<file path="config.mk">
export PLATFORM = sky130hd
export DESIGN_NAME = fetch_unit
export DESIGN_NICKNAME = d
export VERILOG_FILES = /design/src/rtl/sisc_pkg.sv /design/src/rtl/fetch_unit_pc_next.sv /design/src/rtl/fetch_unit.sv
export SDC_FILE = /design/constraint.sdc
export NUM_CORES = 1
export LEC_CHECK = 0
export ABC_AREA = 1
export CAP_MARGIN = 20
export CORE_MARGIN = 5
export CORE_UTILIZATION = 45
export DETAILED_ROUTE_END_ITERATION = 8
export PLACE_DENSITY = 0.73
export RECOVER_POWER = 25
export SETUP_SLACK_MARGIN = 0.1
export SLEW_MARGIN = 20
export SYNTH_ARGS = -nofsm -noshare
export SYNTH_HDL_FRONTEND = slang
export SYNTH_SLANG_ARGS = --single-unit
export TNS_END_PERCENT = 50
</file>
<file path="constraint.sdc">
create_clock -name clk -period 10.5 [get_ports clk]
set_input_delay 1.575 -clock clk [delete_from_list [all_inputs] [get_ports clk]]
set_output_delay 1.575 -clock clk [all_outputs]
set_load 0.01 [all_outputs]
</file>
<file path="src/rtl/sisc_pkg.sv">
// Shared SISC definitions: widths, opcodes, addressing modes and the fetch
// FSM state encoding.
package sisc_pkg;

    localparam int unsigned PC_W    = 16;
    localparam int unsigned INSTR_W = 32;
    localparam int unsigned OP_W    = 4;

    localparam logic [OP_W-1:0] NOOP = 4'd0;
    localparam logic [OP_W-1:0] LOD  = 4'd1;
    localparam logic [OP_W-1:0] STR  = 4'd2;
    localparam logic [OP_W-1:0] ADD  = 4'd3;
    localparam logic [OP_W-1:0] SUB  = 4'd4;
    localparam logic [OP_W-1:0] AND  = 4'd5;
    localparam logic [OP_W-1:0] OR   = 4'd6;
    localparam logic [OP_W-1:0] XOR  = 4'd7;
    localparam logic [OP_W-1:0] NOT  = 4'd8;
    localparam logic [OP_W-1:0] SHL  = 4'd9;
    localparam logic [OP_W-1:0] SHR  = 4'd10;
    localparam logic [OP_W-1:0] BRA  = 4'd11;
    localparam logic [OP_W-1:0] BRZ  = 4'd12;
    localparam logic [OP_W-1:0] BRN  = 4'd13;
    localparam logic [OP_W-1:0] BRC  = 4'd14;
    localparam logic [OP_W-1:0] HLT  = 4'd15;

    localparam logic [OP_W-1:0] AM_IMM = 4'd8;

    typedef enum logic [1:0] {
        FS_IDLE = 2'd0,
        FS_REQ  = 2'd1,
        FS_BUF  = 2'd2
    } fetch_state_t;

endpackage

</file>
<file path="src/rtl/fetch_unit_pc_next.sv">
// Next-PC selection: sequential increment, absolute target or pc-relative
// target, all modulo 2^16.
module pc_next
    import sisc_pkg::*;
(
    input  logic [PC_W-1:0] pc,
    input  logic [PC_W-1:0] imm,
    input  logic            pc_sel,
    input  logic            br_sel,
    output logic [PC_W-1:0] next_pc_c
);

    always_comb begin
        next_pc_c = pc + PC_W'(1);
        if (pc_sel) begin
            next_pc_c = br_sel ? imm : pc + imm;
        end
    end

endmodule

</file>
<file path="src/rtl/fetch_unit.sv">
// Instruction fetch: PC, one-entry prefetch buffer filled from instruction
// memory, and the instruction register loaded on demand from the buffer.
module fetch_unit
    import sisc_pkg::*;
(
    input  logic               clk,
    input  logic               rst,
    input  logic               pc_rst,
    input  logic               pc_write,
    input  logic               pc_sel,
    input  logic               br_sel,
    input  logic               ir_load,
    input  logic [INSTR_W-1:0] mem_rdata,
    input  logic               mem_ack,
    output logic               mem_req,
    output logic [PC_W-1:0]    mem_addr,
    output logic [PC_W-1:0]    pc,
    output logic [INSTR_W-1:0] instr,
    output logic [3:0]         opcode,
    output logic [3:0]         mm,
    output logic [15:0]        imm,
    output logic               ir_valid,
    output logic               stall
);

    fetch_state_t       state;
    logic [INSTR_W-1:0] buffer;
    logic [PC_W-1:0]    pc_new;
    logic               load_ok;
    logic               pc_ok;

    assign opcode = instr[31:28];
    assign mm     = instr[27:24];
    assign imm    = instr[15:0];

    pc_next u_pc_next (
        .pc        (pc),
        .imm       (imm),
        .pc_sel    (pc_sel),
        .br_sel    (br_sel),
        .next_pc_c (pc_new)
    );

    // The buffer is valid exactly when the FSM sits in FS_BUF.
    assign stall   = !rst && ir_load && (state != FS_BUF);
    assign load_ok = ir_load && (state == FS_BUF);
    assign pc_ok   = pc_write && !stall;

    always_ff @(posedge clk or posedge rst) begin
        if (rst) begin
            state    <= FS_IDLE;
            buffer   <= '0;
            pc       <= '0;
            instr    <= '0;
            ir_valid <= 1'b0;
            mem_req  <= 1'b0;
            mem_addr <= '0;
        end else if (pc_rst) begin
            state    <= FS_IDLE;
            pc       <= '0;
            instr    <= {NOOP, 28'd0};
            ir_valid <= 1'b0;
            mem_req  <= 1'b0;
            mem_addr <= '0;
        end else begin
            if (load_ok) begin
                instr    <= buffer;
                ir_valid <= 1'b1;
            end
            // An accepted PC update wins over everything, dropping any ack.
            if (pc_ok) begin
                pc       <= pc_new;
                state    <= FS_REQ;
                mem_req  <= 1'b1;
                mem_addr <= pc_new;
            end else begin
                case (state)
                    FS_IDLE: begin
                        state    <= FS_REQ;
                        mem_req  <= 1'b1;
                        mem_addr <= pc;
                    end
                    FS_REQ: begin
                        if (mem_ack) begin
                            buffer  <= mem_rdata;
                            state   <= FS_BUF;
                            mem_req <= 1'b0;
                        end
                    end
                    FS_BUF: begin
                        // Consumed without a PC move: refetch the word at pc.
                        if (load_ok) begin
                            state    <= FS_REQ;
                            mem_req  <= 1'b1;
                            mem_addr <= pc;
                        end
                    end
                    default: begin
                        state   <= FS_IDLE;
                        mem_req <= 1'b0;
                    end
                endcase
            end
        end
    end

endmodule

</file>
After elaboration in Yosys (flattened, before gate mapping)
Cells that the tools add are included.

Input port bits: 40. Output and inout port bits: 91. Bits in registers: 100.

Equal/unequal tests: 5. Bitwise operators: 2. $add $sub $neg: 2. Reduce and logical (&&, ||, !) cells: 13. Mux-type cells: 21.

Operators by type and width (count): $mux W16 (7); $mux W32 (2); $pmux W16 S2 (1); $add A16 B1 Y16 const B (1); $add A16 B16 Y16 (1); $mux W2 (4); $ne A4 B4 Y1 const B (2); $pmux W2 S3 (1); $mux W1 (5); $logic_and A1 B1 Y1 (4); $reduce_and A2 Y1 (2); $reduce_and A4 Y1 (1); $reduce_bool A2 Y1 (2); $reduce_bool A4 Y1 (1); $pmux W1 S3 (1); $eq A2 B1 Y1 const B (1); $eq A2 B2 Y1 const B (1); $logic_not A1 Y1 (2); $logic_not A2 Y1 (1); $ne A2 B2 Y1 const B (1); $not A1 Y1 (2).

Longest topological paths before layout
Gate-level depths: netlist (run 1).

Depth in word-level cells: 7. Gate-level depth with buffers: 15.

By module
A second synthesis (run 1) with hierarchy kept.

Cell total of the unflattened synthesis: 778. Area total of the unflattened synthesis: 5758.0 um2.

By module, submodules not included: fetch_unit (seq. area each 2477.4 um2, area an instance 4214.0 um2, instances 1, cells each 466); pc_next (seq. area each 0.0 um2, area an instance 1544.0 um2, instances 1, cells each 312).

Least setup slack after synthesis (run 1)
No wires, ideal clock.

Path type: input to output. Start: in rst. End: out stall. Stages: 3. Path slack: 4.694 ns. Arrival: 4.231 ns. Cell sequence: inv_1 -> nand2_1 -> nor2_4.

Longest elaborated chain between the ends: 3.

RTL lines: start, declared (line fetch_unit.sv:7) `input logic rst,`; $logic_not A1 Y1 (no source line); $logic_and A1 B1 Y1 (2 in a row) (line fetch_unit.sv:45) `assign stall = !rst && ir_load && (state != FS_BUF);`; end, declared (line fetch_unit.sv:23) `output logic stall`.

Every way passes these cells.

Worst setup path after layout (run 1)
Same ends and word-level chain as after synthesis.

==> results of run 1 <==
-- layer usage --
metal / GRT usage (%) / vias to the layer above
li1: - / 2517
met1: 27.7 / 2264
met2: 32.3 / 143
met3: 4.76 / 14
met4: 4.22 / 0
met5: 0 / -
-- cells by family after synthesis --
| logic type | Yosys count | share of synthesized area [%] |
|---|---|---|
| AND/OR/NAND/NOR | 345 | 25.9 |
| adder cells (fa/ha/maj) | 17 | 3.82 |
| flip-flops | 99 | 43.0 |
| AO/OA/AOI/OAI | 120 | 13.2 |
| buffers and inverters | 152 | 13.0 |
| XOR/XNOR | 7 | 1.06 |
-- critical path, stage by stage --
cell             delay, ns
dlygate4sd3_1         0.54
clkinvlp_2            1.59
nand2_1               0.63
nor2_4                0.09
clkdlybuf4s50_1       0.51
-- registers in the layout, summed over array words and instances (netlist names) --
signal,cells
pc,16
instr,32
buffer,32
mem_addr,16
ir_valid,1
state,2
-- cell usage in the layout (no fill, tap or decap), types with 2 or more instances in the layout --
cell type        instances
ha_1                    16
a21oi_1                 33
clkinv_2                 2
inv_1                   93
nand2_1                196
xor2_1                   6
o21ai_0                 42
clkbuf_16                9
nor2_4                   4
a21oi_2                 33
or2_0                    2
clkdlybuf4s50_1        106
or2_1                    2
inv_2                    5
buf_4                    3
nand4_1                  4
o22ai_1                  3
bufinv_16                3
nand2_2                  2
nand3_1                 64
dfrtp_1                 99
o21ai_1                  3
nor2_1                  57
nor3_1                   3
inv_4                    2
dlygate4sd3_1           24
nor2_2                   3
nand3b_1                 3
-- report_power, final --
group	switching [mW]	total (mW)	internal (mW)	leakage (nW)
registers	0.0481	0.492	0.444	1.22
logic	0.164	0.316	0.152	2.23
clock network	0.141	0.373	0.232	0.165
-- worst min-delay path by stage --
stage	start	to	slack, ns	depth (start not counted)
2_1_floorplan	buffer[10]	buffer[10]	0.48	2
3_3_place_gp	mem_addr[1]	mem_addr[1]	0.46	2
3_5_place_dp	mem_addr[0]	mem_addr[0]	0.47	2
4_1_cts	mem_addr[5]	mem_addr[5]	0.48	2
5_1_grt	mem_addr[10]	mem_addr[10]	0.50	2
6_report	mem_addr[14]	mem_addr[14]	0.47	2
-- layout make-up --
| type | instances | area, sq um | area share, % |
|---|---|---|---|
| well taps | 172 | 215 | 2.95 |
| repair buffers | 134 | 1340 | 18.3 |
| clock buffers | 9 | 225 | 3.08 |
| inverters | 103 | 407 | 5.57 |
| flip-flops and latches | 99 | 2480 | 33.9 |
| clock inverters | 7 | 116 | 1.59 |
| multi-input cells | 489 | 2530 | 34.6 |
-- through the flow --
| step | total power, mW | instances | utilization (%) | hold slack (ns) |
|---|---|---|---|---|
| 2_1_floorplan | 0.687 | 740 | - | 0.477 |
| 3_3_place_gp | 0.814 | 996 | 55.4 | 0.463 |
| 3_5_place_dp | 0.821 | 996 | 55.4 | 0.471 |
| 4_1_cts | 1.19 | 1012 | 58.1 | 0.485 |
| 5_1_grt | 1.25 | 1013 | 58.1 | 0.497 |
| 6_report | 1.18 | 1013 | 58.1 | 0.473 |
==> results.py, run 1 <==
metrics = {
    "synthesis": {
        "synth-seq-cells": 99,
        "synthCells": 740,
        "synth_seq_area_share_pct": 43.0,
        "ys_warn_count": 0,
        "yosysMostFrequentCell": "nand2_1",
        "ys_types": 41,
        "netlist.area_leader.share_pct": 43.0,
        "syn-cell-area_sq_um": 5760,
        "synth_flop_cell": "dfrtp_1",
        "synth_area_leaders": "dfrtp_1 43%, nand2_1 13%, inv_1 6.1%",
        "syn_nets": 797,
        "synth_common_cells": "195 x nand2_1, 99 x dfrtp_1, 94 x inv_1, 64 x nand3_1, 57 x nor2_1",
        "async_reset_ff_share_pct": 100,
        "synth-edff-count": 0,
        "syn_avg_cell_area_sq_um": 7.78,
        "yosys.area.top_type": "dfrtp_1",
    },
    "setup_path": {
        "rr_startpoint": "state[0]",
        "reg2reg_slack_ns": 7.73,
        "r2r_end": "instr[29]",
        "crit_path_end": "stall",
        "required_ns": 8.93,
        "worst-r2r-cell-count": 5,
        "end_kind": "output pin",
        "crit_type": "in -> out",
        "cp-startpoint": "rst",
        "worstPathArrival_ns": 4.96,
        "path_max_fanout": 50,
        "crit_path_start_kind": "input port",
    },
    "floorplanning": {
        "coreArea_sq_um": 12600,
        "dieArea_sq_um": 15200,
        "start_util_pct": 45.8,
        "rows": 41,
        "die_y_um": 123,
        "ios": 131,
        "dieWidth_um": 123,
    },
    "sta": {
        "finalSetupTns_ns": 0,
        "max_freq_mhz": 153,
        "final_max_slew_viol_count": 51,
        "fin_skew_ns": 0.00796,
        "maxSlewHeadroom_pct": -41.4,
        "tightestPinTransition_ns": 2.11,
        "final-setup-viol-count": 0,
        "hold_viol_final": 0,
        "worst_slack_ns": 3.97,
        "rsz0062_at_grt": "false",
        "final.min_clock_period_ns": 6.53,
        "period_share_pct": 62.2,
    },
    "global_route": {
        "grt.total_usage_pct": 20.0,
        "grt_pass1_vias": 4707,
        "grt_max_degree": 52,
        "grt_pass1_wl_um": 23900,
        "antenna_found_initial": 0,
        "gr-total-overflow": 0,
    },
    "clocking": {
        "cts.htree.levels": 3,
        "cts_tree": "yes",
        "cts_inserted_buffers": 9,
        "cts_setup_buffers": 0,
        "cts_sinks": 99,
        "clk-insertion-delay-late_ns": 0.34,
        "clk_pin_slew_ns": 0.06,
        "hold_buffers": 0,
        "cts-root-buf": "clkbuf_16",
        "cts_buffer_depth": 2,
        "ctsResizeCount": 0,
    },
    "routing": {
        "vias_per_cell": 4.87,
        "dr.pass1.iters": 6,
        "drc": 0,
        "wl_met3_um": 1030,
        "post_drt_wl_per_cell_um": 14.3,
        "postRouteAntennaNets": 0,
        "num_vias": 4938,
        "wl_um": 14500,
        "wl_met2_um": 6650,
        "wl_met1_um": 6660,
        "routed.top_layer": "met4",
        "drtIter0Drc": 317,
    },
    "power_and_ir_drop": {
        "vdd_drop_max_mv": 0.0893,
        "power.density_nw_per_um2": 162,
        "leakage_nw": 3.61,
    },
    "status": {
        "status": "complete, but fails checks",
        "violations": "capacitance limit, slew limit",
    },
    "final_layout": {
        "final_nets": 893,
        "nFillCells": 1152,
        "drive_gt1_share_pct": 9.39,
        "antennaDiodeCount": 0,
        "syn2layout_area_growth_pct": 26.8,
        "finalInstanceArea_sq_um": 7300,
    },
    "place": {
        "portBuffers": 130,
        "post-place-ws_ns": 5.45,
        "place_area_sq_um": 6960,
        "dp_hpwl_um": 10800,
        "place_congestion": 0.951,
    },
    "run": {
        "maxCapViolCount": 1,
    },
    "worst_hold_path": {
        "hold_class": "reg -> reg",
    },
}
Note: power is estimated with default switching activity, not from simulation.
==> run 2: changes to the inputs <==
--- a/config.mk
+++ b/config.mk
@@ -10,7 +10,7 @@
 export CORE_MARGIN = 5
 export CORE_UTILIZATION = 45
 export DETAILED_ROUTE_END_ITERATION = 8
-export PLACE_DENSITY = 0.73
+export PLACE_DENSITY = 0.76
 export RECOVER_POWER = 25
 export SETUP_SLACK_MARGIN = 0.1
 export SLEW_MARGIN = 20
==> constraint.sdc (replaced) <==
create_clock -name clk -period 5.8 [get_ports clk]
set_input_delay 0.87 -clock clk [delete_from_list [all_inputs] [get_ports clk]]
set_output_delay 0.87 -clock clk [all_outputs]
set_load 0.01 [all_outputs]
==> run 2 against run 1 <==
  * The flow now finishes without violations
  * Wire length up 0.27%
  * Sequential share of layout area rose by 0.18 points
  * Cell count is essentially flat
  * Register-to-register slack got worse by 4.8 ns
  * Highest routed layer unchanged
  * Non-clock buffer count decreased by 1
  * First-iteration DRC count decreased by 5.4%
  * Critical path type unchanged
  * Sequential cell count is the same
  * Hold slack improved by 0.0023 ns
  * Clock-buffer cell count rose by 2
  * Critical endpoint unchanged
==> results.py, run 2 (same netlist as run 1, synthesis figures left out) <==
metrics = {
    "status": {
        "status": "complete, no violations",
    },
    "floorplanning": {
        "ios": 131,
        "dieWidth_um": 123,
        "dieArea_sq_um": 15200,
        "start_util_pct": 45.8,
        "coreArea_sq_um": 12600,
        "die_y_um": 123,
        "rows": 41,
    },
    "global_route": {
        "grt_pass1_vias": 4908,
        "antenna_found_initial": 0,
        "gr-total-overflow": 0,
        "grt_max_degree": 53,
        "grt_pass1_wl_um": 24200,
        "grt.total_usage_pct": 20.1,
    },
    "setup_path": {
        "required_ns": 4.93,
        "end_kind": "output pin",
        "r2r_end": "instr[2]",
        "path_max_fanout": 49,
        "cp-startpoint": "rst",
        "slowest_delay_ns": 0.57,
        "rr_startpoint": "state[0]",
        "path_cells": "dlygate4sd3_1 > inv_4 > nand2_1 > nor2_4 > clkdlybuf4s50_1",
        "cp.depth": 5,
        "cp_num_buf_inv": 3,
        "crit_path_start_kind": "input port",
        "worst-r2r-cell-count": 5,
        "crit_type": "in -> out",
        "critPathSlowestCell": "dlygate4sd3_1",
        "worstPathArrival_ns": 2.84,
        "critical-path-top-delay-family": "buffers and inverters",
        "reg2reg_slack_ns": 2.93,
        "crit_path_end": "stall",
    },
    "final_layout": {
        "nFillCells": 1146,
        "syn2layout_area_growth_pct": 26.2,
        "final_common_cell": "nand2_1",
        "final_nets": 892,
        "finalInstanceArea_sq_um": 7270,
        "seq_area_sq_um": 2480,
        "antennaDiodeCount": 0,
        "top_regs": "buffer x32, instr x32",
        "drive_gt1_share_pct": 9.29,
        "multiInputGateArea_sq_um": 2530,
        "layout_common_cells": "196 x nand2_1, 105 x clkdlybuf4s50_1, 99 x dfrtp_1, 93 x inv_1, 64 x nand3_1",
    },
    "routing": {
        "dr.pass1.iters": 4,
        "wl_um": 14500,
        "num_vias": 4956,
        "drc": 0,
        "vias_per_cell": 4.90,
        "wl_met2_um": 6850,
        "post_drt_wl_per_cell_um": 14.3,
        "wl_met3_um": 1080,
        "wl_met1_um": 6390,
        "routed.top_layer": "met4",
        "postRouteAntennaNets": 0,
        "drtIter0Drc": 300,
    },
    "place": {
        "place_area_sq_um": 6960,
        "dp_hpwl_um": 10800,
        "place_congestion": 0.920,
        "portBuffers": 130,
    },
    "worst_hold_path": {
        "hold_class": "reg -> reg",
    },
    "sta": {
        "final_max_slew_viol_count": 0,
        "hold_viol_final": 0,
        "fin_skew_ns": 0.00752,
        "max_freq_mhz": 270,
        "final-setup-viol-count": 0,
        "final.min_clock_period_ns": 3.71,
        "finalSetupTns_ns": 0,
        "maxSlewHeadroom_pct": 21.3,
        "period_share_pct": 63.9,
        "tightestPinTransition_ns": 1.18,
        "hold_slack_ns": 0.475,
        "rsz0062_at_grt": "false",
    },
    "power_and_ir_drop": {
        "leakage_nw": 3.60,
        "vdd_drop_max_mv": 0.163,
        "power.density_nw_per_um2": 286,
    },
    "clocking": {
        "cts_setup_buffers": 0,
        "cts_inserted_buffers": 9,
        "cts_tree": "yes",
        "cts_sinks": 99,
        "hold_buffers": 0,
        "ctsResizeCount": 0,
        "clk_pin_slew_ns": 0.07,
        "cts-root-buf": "clkbuf_16",
        "cts_buffer_depth": 2,
        "cts.htree.levels": 3,
        "clk-insertion-delay-late_ns": 0.34,
    },
    "run": {
        "maxCapViolCount": 0,
    },
}
[run 2: cell count changes in the layout (fill, tap and decap cells not counted)]
cell	change
bufinv_16	-2
clkbuf_8	+2
clkinv_4	+2
buf_6	-1
clkdlybuf4s50_1	-1
clkinv_2	-1
clkinvlp_2	-1
clkinvlp_4	-1
dlygate4sd3_1	+1
inv_4	+1
[run 2: through the flow]
stage / power, mW / std cells / worst slack [ns] / util, %
final: 2.08 / 1012 / 2.09 / 57.8
after floorplan: 1.24 / 740 / 1.40 / -
after CTS: 2.11 / 1012 / 2.16 / 57.9
after detailed placement: 1.49 / 996 / 2.16 / 55.4
after global routing: 2.20 / 1012 / 1.93 / 57.8
after global placement: 1.47 / 996 / 2.18 / 55.4
[run 2: layer usage]
metal  vias to the layer above  GRT usage (%)
li1                       2522              -
met1                      2303           26.6
met2                       118           33.0
met3                        13           5.44
met4                         0           4.64
met5                         -              0
[run 2: final cells by class]
class                           instances  share of cell area (%)
Clock buffer                           11                    3.48
Tap cell                              172                    2.96
Timing Repair Buffer                  133                    18.2
Clock inverter                          5                   0.844
Multi-Input combinational cell        489                    34.8
Sequential cell                        99                    34.1
Inverter                              103                    5.61
[run 2: worst min-delay path by stage]
stage	start	end	cells past startpoint
after floorplan	buffer[10]	buffer[10]	2
after global placement	mem_addr[14]	mem_addr[14]	2
after detailed placement	mem_addr[5]	mem_addr[5]	2
after CTS	mem_addr[12]	mem_addr[12]	2
after global routing	mem_addr[9]	mem_addr[9]	2
final	mem_addr[12]	mem_addr[12]	2
[run 2: where the power goes]
group          internal, mW  switching [mW]
combinational         0.275           0.295
clock                 0.359           0.256
sequential            0.803          0.0860
[run 2: worst reg2reg max path, stage by stage, from the launching register on]
cell and delay, ns:
dfrtp_1 0.45, nor2_4 0.17, nand2_1 0.70, nand2_2 0.40
nand2_1 0.62, o21ai_0 0.42
==> run 3: changes to the inputs <==
==> constraint.sdc (replaced) <==
create_clock -name clk -period 3.3 [get_ports clk]
set_input_delay 0.495 -clock clk [delete_from_list [all_inputs] [get_ports clk]]
set_output_delay 0.495 -clock clk [all_outputs]
set_load 0.01 [all_outputs]
==> run 3 against run 2 <==
  * Hold slack improved by 0.0068 ns
  * Core utilization decreased by 0.11 points
  * First-iteration DRC count up 23%
  * Register-to-register slack worse by 1.8 ns
  * Non-clock buffer count is 3 higher
  * Clock power rose by 59%
  * Global-route usage fell by 0.34 points
  * Wire length decreased by 0.42%
  * Critical endpoint unchanged
  * Power increased by 72%
  * Largest cell class unchanged
==> results.py, run 3 (same netlist as run 1, synthesis figures left out) <==
metrics = {
    "status": {
        "status": "complete, no violations",
    },
    "power_and_ir_drop": {
        "power.density_nw_per_um2": 491,
        "vdd_drop_max_mv": 0.307,
        "leakage_nw": 3.53,
    },
    "routing": {
        "num_vias": 4942,
        "drtIter0Drc": 370,
        "dr.pass1.iters": 4,
        "drc": 0,
        "postRouteAntennaNets": 0,
        "post_drt_wl_per_cell_um": 14.2,
        "wl_um": 14400,
        "vias_per_cell": 4.87,
    },
    "sta": {
        "tightestPinTransition_ns": 0.904,
        "final.min_clock_period_ns": 2.48,
        "final-setup-viol-count": 0,
        "period_share_pct": 75.1,
        "final_max_slew_viol_count": 0,
        "fin_skew_ns": 0.00890,
        "hold_viol_final": 0,
        "finalSetupTns_ns": 0,
        "rsz0062_at_grt": "false",
        "maxSlewHeadroom_pct": 39.6,
        "hold_slack_ns": 0.482,
        "max_freq_mhz": 404,
    },
    "final_layout": {
        "drive_gt1_share_pct": 9.25,
        "top_regs": "buffer x32, instr x32",
        "nFillCells": 1167,
        "syn2layout_area_growth_pct": 25.9,
        "final_common_cell": "nand2_1",
        "layout_common_cells": "196 x nand2_1, 129 x clkdlybuf4s50_1, 99 x dfrtp_1, 93 x inv_1, 64 x nand3_1",
        "final_nets": 895,
        "antennaDiodeCount": 0,
    },
    "floorplanning": {
        "start_util_pct": 45.8,
        "dieArea_sq_um": 15200,
        "coreArea_sq_um": 12600,
        "dieWidth_um": 123,
        "ios": 131,
        "rows": 41,
        "die_y_um": 123,
    },
    "setup_path": {
        "cp_num_buf_inv": 3,
        "critPathSlowestCell": "clkdlybuf4s50_1",
        "slowest_delay_ns": 0.59,
        "end_kind": "output pin",
        "required_ns": 2.80,
        "path_max_fanout": 2,
        "crit_path_start_kind": "input port",
        "worstPathArrival_ns": 1.98,
        "critical-path-top-delay-family": "buffers and inverters",
        "crit_type": "in -> out",
        "path_cells": "dlygate4sd3_1 > clkinvlp_4 > nand2_1 > nor2_4 > clkdlybuf4s50_1",
    },
    "global_route": {
        "grt_pass1_vias": 4742,
        "grt_max_degree": 87,
        "antenna_found_initial": 0,
        "grt_pass1_wl_um": 23500,
        "grt.total_usage_pct": 19.7,
        "gr-total-overflow": 0,
    },
    "clocking": {
        "cts-root-buf": "clkbuf_16",
        "cts_sinks": 99,
        "hold_buffers": 0,
        "clk_pin_slew_ns": 0.06,
        "ctsResizeCount": 0,
        "cts_setup_buffers": 0,
        "clk-insertion-delay-late_ns": 0.34,
        "cts.htree.levels": 3,
        "cts_buffer_depth": 2,
        "cts_inserted_buffers": 9,
        "cts_tree": "yes",
    },
    "place": {
        "place_congestion": 0.898,
        "dp_hpwl_um": 10900,
        "portBuffers": 130,
    },
    "worst_hold_path": {
        "hold_class": "reg -> reg",
    },
    "run": {
        "maxCapViolCount": 0,
    },
}
run 3: layer usage:
layer | part of all wire, % | routed length (um) | vias up | track usage [%]
li1 | - | - | 2527 | -
met2 | 47 | 6740 | 125 | 31.8
met5 | 0 | 0 | - | 0
met1 | 45 | 6540 | 2276 | 26.5
met4 | 1.2 | 167 | 0 | 6.16
met3 | 6.8 | 986 | 14 | 4.62
run 3: per-stage QoR:
stage / setup slack, ns / std cells / cell area (sq um) / total power, mW / utilization, %
2_1_floorplan: 0.153 / 740 / 5760 / 2.19 / -
3_3_place_gp: 0.789 / 999 / 6980 / 2.60 / 55.6
3_5_place_dp: 0.763 / 999 / 6980 / 2.61 / 55.6
4_1_cts: 0.876 / 1015 / 7260 / 3.59 / 57.8
5_1_grt: 0.785 / 1015 / 7250 / 3.77 / 57.7
6_report: 0.823 / 1015 / 7250 / 3.56 / 57.7
run 3: final timing paths:
kind | start | to | slack, ns | depth (start not counted)
worst min register to register | mem_addr[3] | mem_addr[3] | 0.48 | 2
worst max register to register | pc[0] | mem_addr[8] | 1.11 | 14
max in group asynchronous | rst | pc[14] | 1.22 | 4
worst max-delay path | rst | stall | 0.82 | 5
min in group asynchronous | rst | buffer[26] | 0.87 | 3
worst min-delay path | mem_addr[3] | mem_addr[3] | 0.48 | 2
run 3: worst register-to-register path, cell delays in order (launching register included):
cell and delay [ns]:
dfrtp_1 0.45, ha_1 0.21, inv_1 0.06, fa_1 0.42, inv_1 0.09, nand3_1 0.07
nand3_1 0.14, a21oi_1 0.10, nand2_1 0.07, nand2_1 0.04, o21ai_0 0.21, nand2_1 0.09
nand2_1 0.09, nand2_1 0.05, nand2_1 0.05
run 3: area by class of cell:
cell class | count | area (sq um) | area share [%]
Tap cell | 172 | 215 | 2.97
Multi-Input combinational cell | 489 | 2530 | 34.8
Sequential cell | 99 | 2480 | 34.2
Clock buffer | 10 | 229 | 3.16
Inverter | 103 | 409 | 5.64
Timing Repair Buffer | 136 | 1350 | 18.6
Clock inverter | 6 | 48.8 | 0.673
run 3: where the power goes:
part           leakage [nW]  internal [mW]  switching (mW)
sequential             1.22           1.41           0.157
clock                 0.126          0.518           0.460
combinational          2.19          0.499           0.516
total                  3.53           2.43            1.13
